$ cat src/rtl/hazard_controller.sv
// ============================================================================
// Module   : hazard_controller
// Brief    : OTTER RV32I hazard/stall controller with EX/MEM/WB scoreboard,
//            operand forwarding selects and saturating stall/flush counters.
// Revision : 1.0 - initial release
// ============================================================================
`default_nettype none

module hazard_controller (
  input  logic        REG_CLOCK,
  input  logic        REG_RESET,
  input  logic [31:0] FR_MEM,
  input  logic        ID_REGWRITE,
  input  logic        ID_MEMWRITE,
  input  logic        ID_MEMREAD_2,
  input  logic        BR_TAKEN,
  input  logic        MEM_READY,
  output logic        PC_WRITE,
  output logic        FR_WRITE,
  output logic        FR_FLUSH,
  output logic        DEC_BUBBLE,
  output logic        DEC_HOLD,
  output logic [1:0]  FWD_A_SEL,
  output logic [1:0]  FWD_B_SEL,
  output logic [1:0]  HAZ_STATE,
  output logic [15:0] STALL_COUNT,
  output logic [15:0] FLUSH_COUNT
);

  localparam logic [1:0] c_st_run    = 2'b00;
  localparam logic [1:0] c_st_lstall = 2'b01;
  localparam logic [1:0] c_st_flush  = 2'b10;
  localparam logic [1:0] c_st_mwait  = 2'b11;

  localparam logic [6:0] c_op_lui    = 7'b0110111;
  localparam logic [6:0] c_op_auipc  = 7'b0010111;
  localparam logic [6:0] c_op_jal    = 7'b1101111;
  localparam logic [6:0] c_op_rtype  = 7'b0110011;
  localparam logic [6:0] c_op_store  = 7'b0100011;
  localparam logic [6:0] c_op_branch = 7'b1100011;

  typedef struct packed {
    logic       v;
    logic [4:0] rd;
    logic       rw;
    logic       ld;
    logic       st;
  } sb_t;

  sb_t         r_sb_ex, r_sb_mem, r_sb_wb;
  logic [1:0]  r_haz_state;
  logic [15:0] r_stall_cnt, r_flush_cnt;

  logic [4:0]  w_rs1, w_rs2, w_rd;
  logic [6:0]  w_op;
  logic        w_use_rs1, w_use_rs2;
  logic        w_mem_wait, w_ld_use;
  logic [1:0]  w_action;
  logic        w_bubble;
  logic        w_unused;

  assign w_rs1    = FR_MEM[19:15];
  assign w_rs2    = FR_MEM[24:20];
  assign w_rd     = FR_MEM[11:7];
  assign w_op     = FR_MEM[6:0];
  assign w_unused = ^{FR_MEM[31:25], FR_MEM[14:12]};

  assign w_use_rs1 = !((w_op == c_op_lui) || (w_op == c_op_auipc) || (w_op == c_op_jal));
  assign w_use_rs2 = (w_op == c_op_rtype) || (w_op == c_op_store) || (w_op == c_op_branch);

  function automatic logic f_match(input sb_t e, input logic [4:0] r, input logic used);
    return used && e.v && e.rw && (e.rd != 5'd0) && (e.rd == r);
  endfunction

  // Youngest producer wins; a load still in EX cannot forward yet.
  function automatic logic [1:0] f_fwd(input logic [4:0] r, input logic used);
    if (f_match(r_sb_ex, r, used))       return r_sb_ex.ld ? 2'b00 : 2'b01;
    else if (f_match(r_sb_mem, r, used)) return 2'b10;
    else if (f_match(r_sb_wb, r, used))  return 2'b11;
    else                                 return 2'b00;
  endfunction

  assign w_mem_wait = r_sb_mem.v && (r_sb_mem.ld || r_sb_mem.st) && !MEM_READY;
  assign w_ld_use   = r_sb_ex.v && r_sb_ex.ld &&
                      (f_match(r_sb_ex, w_rs1, w_use_rs1) || f_match(r_sb_ex, w_rs2, w_use_rs2));

  always_comb begin
    if (w_mem_wait)    w_action = c_st_mwait;
    else if (BR_TAKEN) w_action = c_st_flush;
    else if (w_ld_use) w_action = c_st_lstall;
    else               w_action = c_st_run;
  end

  assign w_bubble = (w_action == c_st_flush) || (w_action == c_st_lstall);

  always_comb begin
    PC_WRITE   = 1'b1;
    FR_WRITE   = 1'b1;
    FR_FLUSH   = 1'b0;
    DEC_BUBBLE = 1'b0;
    DEC_HOLD   = 1'b0;
    FWD_A_SEL  = f_fwd(w_rs1, w_use_rs1);
    FWD_B_SEL  = f_fwd(w_rs2, w_use_rs2);
    case (w_action)
      c_st_mwait: begin
        PC_WRITE = 1'b0;
        FR_WRITE = 1'b0;
        DEC_HOLD = 1'b1;
      end
      c_st_flush: begin
        FR_FLUSH   = 1'b1;
        DEC_BUBBLE = 1'b1;
      end
      c_st_lstall: begin
        PC_WRITE   = 1'b0;
        FR_WRITE   = 1'b0;
        DEC_BUBBLE = 1'b1;
      end
      default: ;
    endcase
    // Reset flushes the front end regardless of any pending hazard.
    if (REG_RESET) begin
      PC_WRITE   = 1'b1;
      FR_WRITE   = 1'b1;
      FR_FLUSH   = 1'b1;
      DEC_BUBBLE = 1'b1;
      DEC_HOLD   = 1'b0;
      FWD_A_SEL  = 2'b00;
      FWD_B_SEL  = 2'b00;
    end
  end

  always_ff @(posedge REG_CLOCK) begin
    if (REG_RESET) begin
      r_sb_ex     <= '0;
      r_sb_mem    <= '0;
      r_sb_wb     <= '0;
      r_haz_state <= c_st_run;
      r_stall_cnt <= 16'd0;
      r_flush_cnt <= 16'd0;
    end else begin
      r_haz_state <= w_action;
      if (w_action != c_st_mwait) begin
        r_sb_wb  <= r_sb_mem;
        r_sb_mem <= r_sb_ex;
        r_sb_ex  <= w_bubble ? '0 : {1'b1, w_rd, ID_REGWRITE, ID_MEMREAD_2, ID_MEMWRITE};
      end
      if (((w_action == c_st_lstall) || (w_action == c_st_mwait)) && (r_stall_cnt != 16'hFFFF))
        r_stall_cnt <= r_stall_cnt + 16'd1;
      if ((w_action == c_st_flush) && (r_flush_cnt != 16'hFFFF))
        r_flush_cnt <= r_flush_cnt + 16'd1;
    end
  end

  assign HAZ_STATE   = r_haz_state;
  assign STALL_COUNT = r_stall_cnt;
  assign FLUSH_COUNT = r_flush_cnt;

endmodule

`default_nettype wire

$ cat config.mk
export PLATFORM = sky130hd
export DESIGN_NAME = hazard_controller
export DESIGN_NICKNAME = d
export VERILOG_FILES = /design/src/rtl/hazard_controller.sv
export SDC_FILE = /design/constraint.sdc
export NUM_CORES = 1
export LEC_CHECK = 0
export BUFFER_PORTS_ARGS = -buffer_cell sky130_fd_sc_hd__buf_2
export CAP_MARGIN = 20
export CORE_MARGIN = 2
export CORE_UTILIZATION = 40
export CTS_CLUSTER_SIZE = 12
export DETAILED_ROUTE_END_ITERATION = 10
export MAX_ROUTING_LAYER = met4
export SYNTH_ARGS = -nofsm -noshare
export SYNTH_HDL_FRONTEND = slang
export SYNTH_SLANG_ARGS = --single-unit
$ cat constraint.sdc
create_clock -name REG_CLOCK -period 4.07 [get_ports REG_CLOCK]
set_input_delay 0.2035 -clock REG_CLOCK [delete_from_list [all_inputs] [get_ports REG_CLOCK]]
set_output_delay 0.2035 -clock REG_CLOCK [all_outputs]
set_load 0.02 [all_outputs]
Word level (Yosys, flattened, before mapping)
Index checks and enable logic that the tools add are counted.
{ "word_totals": {"reg_bits": 59, "latch_bits": 0, "ram_bits": 0, "romBits": 0, "input_bits": 39, "out_inout_bits": 43, "elab_cells": 102, "memories": 0} }
{ "op_classes": {"n_addsub": 2, "mul": 0, "div": 0, "n_lt_le_gt_ge": 0, "eq_ne": 18, "shift": 0, "mux": 21, "bitwise_logic": 0, "reduce_logical": 45} }
{ "op_table": {"columns": ["operator", "count"], "rows": [
  ["adder 16 x 1 -> 16 bit (second input constant)", 2],
  ["!= test 16 bit (second input constant)", 2],
  ["equality test 5 bit", 6],
  ["logical AND 1 bit", 30],
  ["equality test 7 x 6 -> 1 bit (second input constant)", 3],
  ["2-to-1 mux 2 bit", 10],
  ["nonzero test 5 bit", 3],
  ["equality test 7 bit (second input constant)", 2],
  ["2-to-1 mux 1 bit", 10],
  ["2-to-1 mux 9 bit", 1],
  ["logical OR 1 bit", 8],
  ["equality test 7 x 5 -> 1 bit (second input constant)", 1],
  ["equality test 2 bit (second input constant)", 2],
  ["OR reduction 2 bit", 2],
  ["equality test 2 x 1 -> 1 bit (second input constant)", 1],
  ["zero test 1 bit", 2],
  ["!= test 2 bit (second input constant)", 1]
]} }

Depth between registers and ports, before layout
{ "depth": {"depth_word": 17, "ltp_mapped": 13, "ltp_nobuf": 10} }

Worst setup path before layout
Ideal clock, no wire load.
{ "synth_path": {"kind": "reg2reg", "start": "register r_sb_ex[6] in the netlist's numbering", "end": "register r_flush_cnt[13], in the netlist FLUSH_COUNT[13]", "setup_time_ps": 71, "t_arrival_ps": 2962, "required_time_ps": 3999, "slack_ps": 1037, "path_stages_with_launch": 12, "n_path_buf": 2, "synth_period_minus_slack_ps": 3033, "cell_sequence": "dfxtp_1 or4_4 o211ai_2 nor4b_4 a21oi_4 buf_6 buf_12 ha_1 nand3_1 or3b_2 or3_1 a21oi_1"} }
{ "synth_between": {"elab_chain_len": 10, "word_cells_on_any_way": 14, "classes_between": "3 x eq/ne; 3 x mux; 8 x reduce/logical"} }
{ "synth_lines": {"columns": ["item", "line_no", "rtl"], "rows": [
  ["start: declaration", "50", "sb_t r_sb_ex, r_sb_mem, r_sb_wb;"],
  ["start signal: assignment", "146", "r_sb_ex <= w_bubble ? '0 : {1'b1, w_rd, ID_REGWRITE, ID_MEMREAD_2, ID_MEMWRITE};"],
  ["nonzero test 5 bit", "72", "return used && e.v && e.rw && (e.rd != 5'd0) && (e.rd == r);"],
  ["logical AND 1 bit (2 in series)", "72", null],
  ["logical OR 1 bit *", "85", "(f_match(r_sb_ex, w_rs1, w_use_rs1) || f_match(r_sb_ex, w_rs2, w_use_rs2));"],
  ["logical AND 1 bit *", "84", "assign w_ld_use = r_sb_ex.v && r_sb_ex.ld &&"],
  ["2-to-1 mux 1 bit *", "90", "else if (w_ld_use) w_action = c_st_lstall;"],
  ["2-to-1 mux 2 bit *", "89", "else if (BR_TAKEN) w_action = c_st_flush;"],
  ["2-to-1 mux 2 bit *", "88", "if (w_mem_wait) w_action = c_st_mwait;"],
  ["equality test 2 bit *", "150", "if ((w_action == c_st_flush) && (r_flush_cnt != 16'hFFFF))"],
  ["logical AND 1 bit *", "150", null],
  ["end signal: assignment", "151", "r_flush_cnt <= r_flush_cnt + 16'd1;"],
  ["end: declaration", "52", "logic [15:0] r_stall_cnt, r_flush_cnt;"]
]} }
Mark *: on every way between the ends. The rest lies on a longest branch, timed or not.
A chain may end at the register's enable or synchronous reset.

Worst setup path after layout
{ "layout_path": {"start": "register r_sb_ex[6] in the netlist's numbering", "end": "output DEC_BUBBLE"} }
{ "layout_between": {"elab_chain_len": 12, "word_cells_on_any_way": 17, "classes_between": "4 x eq/ne; 5 x mux; 8 x reduce/logical"} }
{ "layout_lines": {"columns": ["item", "line_no", "rtl"], "rows": [
  ["nonzero test 5 bit", "72", null],
  ["logical AND 1 bit (2 in series)", "72", null],
  ["logical OR 1 bit *", "85", null],
  ["logical AND 1 bit *", "84", null],
  ["2-to-1 mux 1 bit *", "90", null],
  ["2-to-1 mux 2 bit *", "89", null],
  ["2-to-1 mux 2 bit *", "88", null],
  ["via w_action[0]", "58", "logic [1:0] w_action;"],
  ["equality test 2 x 1 -> 1 bit or equality test 2 bit (tied branches)", "104", "case (w_action)"],
  ["OR reduction 2 bit (no source line) *", null, null],
  ["2-to-1 mux 1 bit *", "104", null],
  ["2-to-1 mux 1 bit *", "122", "if (REG_RESET) begin"],
  ["end: declaration", "21", "output logic DEC_BUBBLE,"]
]} }
Mark *: on every way through the listed nets, which the timed path passes. The rest lies on a longest branch.

==> results.toml <==
[status]
outcome = "finished clean"

[global_routing]
grt_overflow = 0
grt_pass1_wl_mm = 12.62
grt_usage_pct = 18.70
number_of_antenna_violations_at_the_first_check_in_global_routing = 0
first_global_vias = 2592
grt_start_max_net_pins = 48

[setup_path]
worstPathCellList = "or4_4 -> o211ai_2 -> nor4b_4 -> a21oi_4 -> buf_4 -> inv_1 -> ha_1 -> or2_2 -> buf_2"
critical_path.startpoint_type = "register"
timing.critical_path.required_ns = 3.87
max_stage_delay_ns = 0.57
count_of_buffer_and_inverter_cells_on_the_critical_path = 3
critPathCaptureType = "output port"
timing.critical_path.max_delay_family = "simple AND/OR/NAND/NOR gates"
crit_path_max_fanout = 34
crit_arrival_ns = 2.99
startpoint_to_endpoint_class_of_the_critical_path = "reg -> out"
crit_slowest_cell = "sky130_fd_sc_hd__or4_4"
worstReg2RegStart = "r_sb_ex[6]"
worst_setup_path_startpoint = "r_sb_ex[6]"

[yosys]
synth_nets = 405
edff_count_synth = 0
syn_avg_cell_area_um2 = 8.814
synth_warnings = 0
post_synth_inst_count = 362
yosys_most_used_dff = "sky130_fd_sc_hd__dfxtp_1"
synth_seq_area_share_pct = 37.02
synth_cell_types = 53
asyncSetResetFlopFracSynth_pct = 0
synth.cell_area_um2 = 3191
synthesis_stage_register_bit_count = 59

[timing]
max_slew.worst_pin.slew_ns = 0.8580
final.setup.tns_ns = 0
hold_violations = 0
timing.final.setup_violations = 0
timing.hold.ws_ns = 0.1018
post_route_clock_period_utilization_pct = 78.52
achievable-frequency_ghz = 0.3129
max_slew_margin_pct = 42.80
drv_slew = 0
min_period_ns = 3.196
fin_worst_skew_ns = 0.007498
grt_setup_unrepaired = "false"

[die]
core_um2 = 7727
vert_die_dim_um = 93.31
floorplan.rows = 32
die-width_um = 93.31
fp.dieArea_um2 = 8707
start_util_pct = 41.29
design.portCount = 82

[power]
power_switching_share_pct = 23.90
standby_leakage_power_nw = 1.505
power.ir.vdd_worst_uv = 222.0
share_clk_of_total_power_pct = 45.5
p_int_mw = 0.9765
pwr-share-comb_pct = 7.6
p_sw_mw = 0.3066
power_frac_seq_pct = 47.0
power.density_cell_area_nw_per_um2 = 335.5

[drt]
firstDrtPassIters = 4
ant_nets = 0
detailedRoute.firstIterationViolations = 131
vias_per_cell = 5.239
routed_wl_mm = 7.575
drcViolationCount = 0
vias = 2829
route.detailed.wl_per_inst_um = 14.03

[finish]
layout-drive-gt1-share_pct = 26.03
instances_no_fill = 540
area_growth_syn_to_layout_pct = 19.88
diodes = 0
layout.cells.most_common = "sky130_fd_sc_hd__buf_2"
fill_cells = 761
final_nets = 476
final_cell_mix = "sky130_fd_sc_hd__buf_2, sky130_fd_sc_hd__dfxtp_1, sky130_fd_sc_hd__nor2_1"

[job]
cap_viol_max_count = 0

[placed_design]
gpl.final_weighted_congestion = 0.8098
place_inst = 524
place.detailed.hpwl_mm = 5.473
buffer_ports.inserted = 71

[cts]
cts.path.max_buffers = 2
ctsResizeCount = 0
post_cts.repair.setup_buffers = 0
clock_latency_ns = 0.34
cts_root_buffer = "sky130_fd_sc_hd__clkbuf_8"
ctsHoldBuffers = 0
cts_inserted_buffers = 9
cts.htree.levels = 3
clkSlewWorstSetupHoldPaths_ns = 0.07
clock-sinks = 59
tritoncts = "done"

[min_path]
worstHoldStart = "FR_MEM[11]"
timing.hold.worst.class = "in -> reg"
==> synthesized netlist by cell type (4+ instances only) <==
library cell	n	area [um^2]
sky130_fd_sc_hd__dfxtp_1	59	1181
sky130_fd_sc_hd__o21ai_0	8	40.04
sky130_fd_sc_hd__a21oi_1	14	70.07
sky130_fd_sc_hd__clkbuf_1	9	33.78
sky130_fd_sc_hd__o21ai_2	7	61.31
sky130_fd_sc_hd__nor2_1	51	191.4
sky130_fd_sc_hd__ha_1	4	50.05
sky130_fd_sc_hd__mux2i_1	17	170.2
sky130_fd_sc_hd__xnor2_1	22	192.7
sky130_fd_sc_hd__a22oi_1	8	60.06
sky130_fd_sc_hd__xor2_1	19	166.4
sky130_fd_sc_hd__or4_1	6	45.04
sky130_fd_sc_hd__o2111ai_1	4	35.03
sky130_fd_sc_hd__a21oi_2	7	61.31
sky130_fd_sc_hd__o31ai_1	5	37.54
sky130_fd_sc_hd__nand2_1	14	52.55
sky130_fd_sc_hd__nand3_1	16	80.08
sky130_fd_sc_hd__or3_1	15	93.84
sky130_fd_sc_hd__inv_1	8	30.03
sky130_fd_sc_hd__and3_1	6	37.54
sky130_fd_sc_hd__nor3_1	9	45.04
sky130_fd_sc_hd__nand4_1	5	31.28
sky130_fd_sc_hd__and4_1	5	43.79
==> final cells by class <==
class / instances / area (um^2) / area share [%]
repair buffers: 76 / 392.9 / 10.27
multi-input cells: 279 / 1883 / 49.23
inverters: 8 / 30.03 / 0.7851
flip-flops and latches: 59 / 1181 / 30.88
clock inverters: 4 / 75.07 / 1.963
clock buffers: 12 / 135.1 / 3.533
well taps: 102 / 127.6 / 3.337
==> metrics by stage <==
step	total power, mW	setup WS (ns)	instance area [um^2]	utilization (%)
5_1_grt	1.337	0.7486	3825	49.50
3_5_place_dp	0.7140	0.9928	3615	46.78
4_1_cts	1.303	0.8245	3825	49.50
2_1_floorplan	0.6755	1.037	3191	-
6_report	1.283	0.8742	3825	49.50
3_3_place_gp	0.7123	1.047	3615	46.78
==> registers in the layout (all words and copies together), names as in the netlist <==
name and cells:
r_sb_wb 7, HAZ_STATE 2, r_sb_mem 9, STALL_COUNT 16, FLUSH_COUNT 16, r_sb_ex 9
==> metal layers <==
metal	track usage (%)	vias up	part of all wire, %
li1	-	1439	-
met1	24.56	1311	49
met2	27.76	71	45
met3	4.754	8	5.6
met4	7.108	0	1.1
met5	-	-	0
==> power by group through the flow <==
stage	registers [mW]	logic, mW	clock network (mW)
detailed placement	0.616	0.0985	0
floorplan	0.614	0.0611	0
global placement	0.615	0.0969	0
finish	0.603	0.0971	0.583
CTS	0.603	0.0988	0.602
global route	0.604	0.108	0.624
==> worst reg2reg max path, stage by stage (launching register included) <==
cell                       delay, ns
sky130_fd_sc_hd__dfxtp_1        0.39
sky130_fd_sc_hd__or4_4          0.57
sky130_fd_sc_hd__o211ai_2       0.24
sky130_fd_sc_hd__nor4b_4        0.11
sky130_fd_sc_hd__a21oi_4        0.17
sky130_fd_sc_hd__buf_4          0.34
sky130_fd_sc_hd__inv_1          0.08
sky130_fd_sc_hd__ha_1           0.31
sky130_fd_sc_hd__nor2_1         0.53
sky130_fd_sc_hd__a22oi_1        0.15
sky130_fd_sc_hd__nor2_1         0.10
==> logic make-up (layout without fill, tap and decap cells) <==
group           Yosys count  after routing  share of synthesized area (%)
compound gates           63             63                          14.59
xor+xnor                 41             41                          11.25
simple gates            153            153                          25.92
mux                      18             18                          5.686
buf+inv                  24            100                          3.961
flops                    59             59                          37.02
fa+ha+maj                 4              4                          1.569
==> worst paths after layout <==
path | endpoint | cells after the start | slack, ns
setup / recovery | DEC_BUBBLE | 9 | 0.87
hold / removal | r_sb_ex[7] | 3 | 0.10
setup reg to reg | r_sb_ex[5] | 10 | 1.02
hold reg to reg | STALL_COUNT[9] | 2 | 0.50
Power figures use the tool's default switching activity.
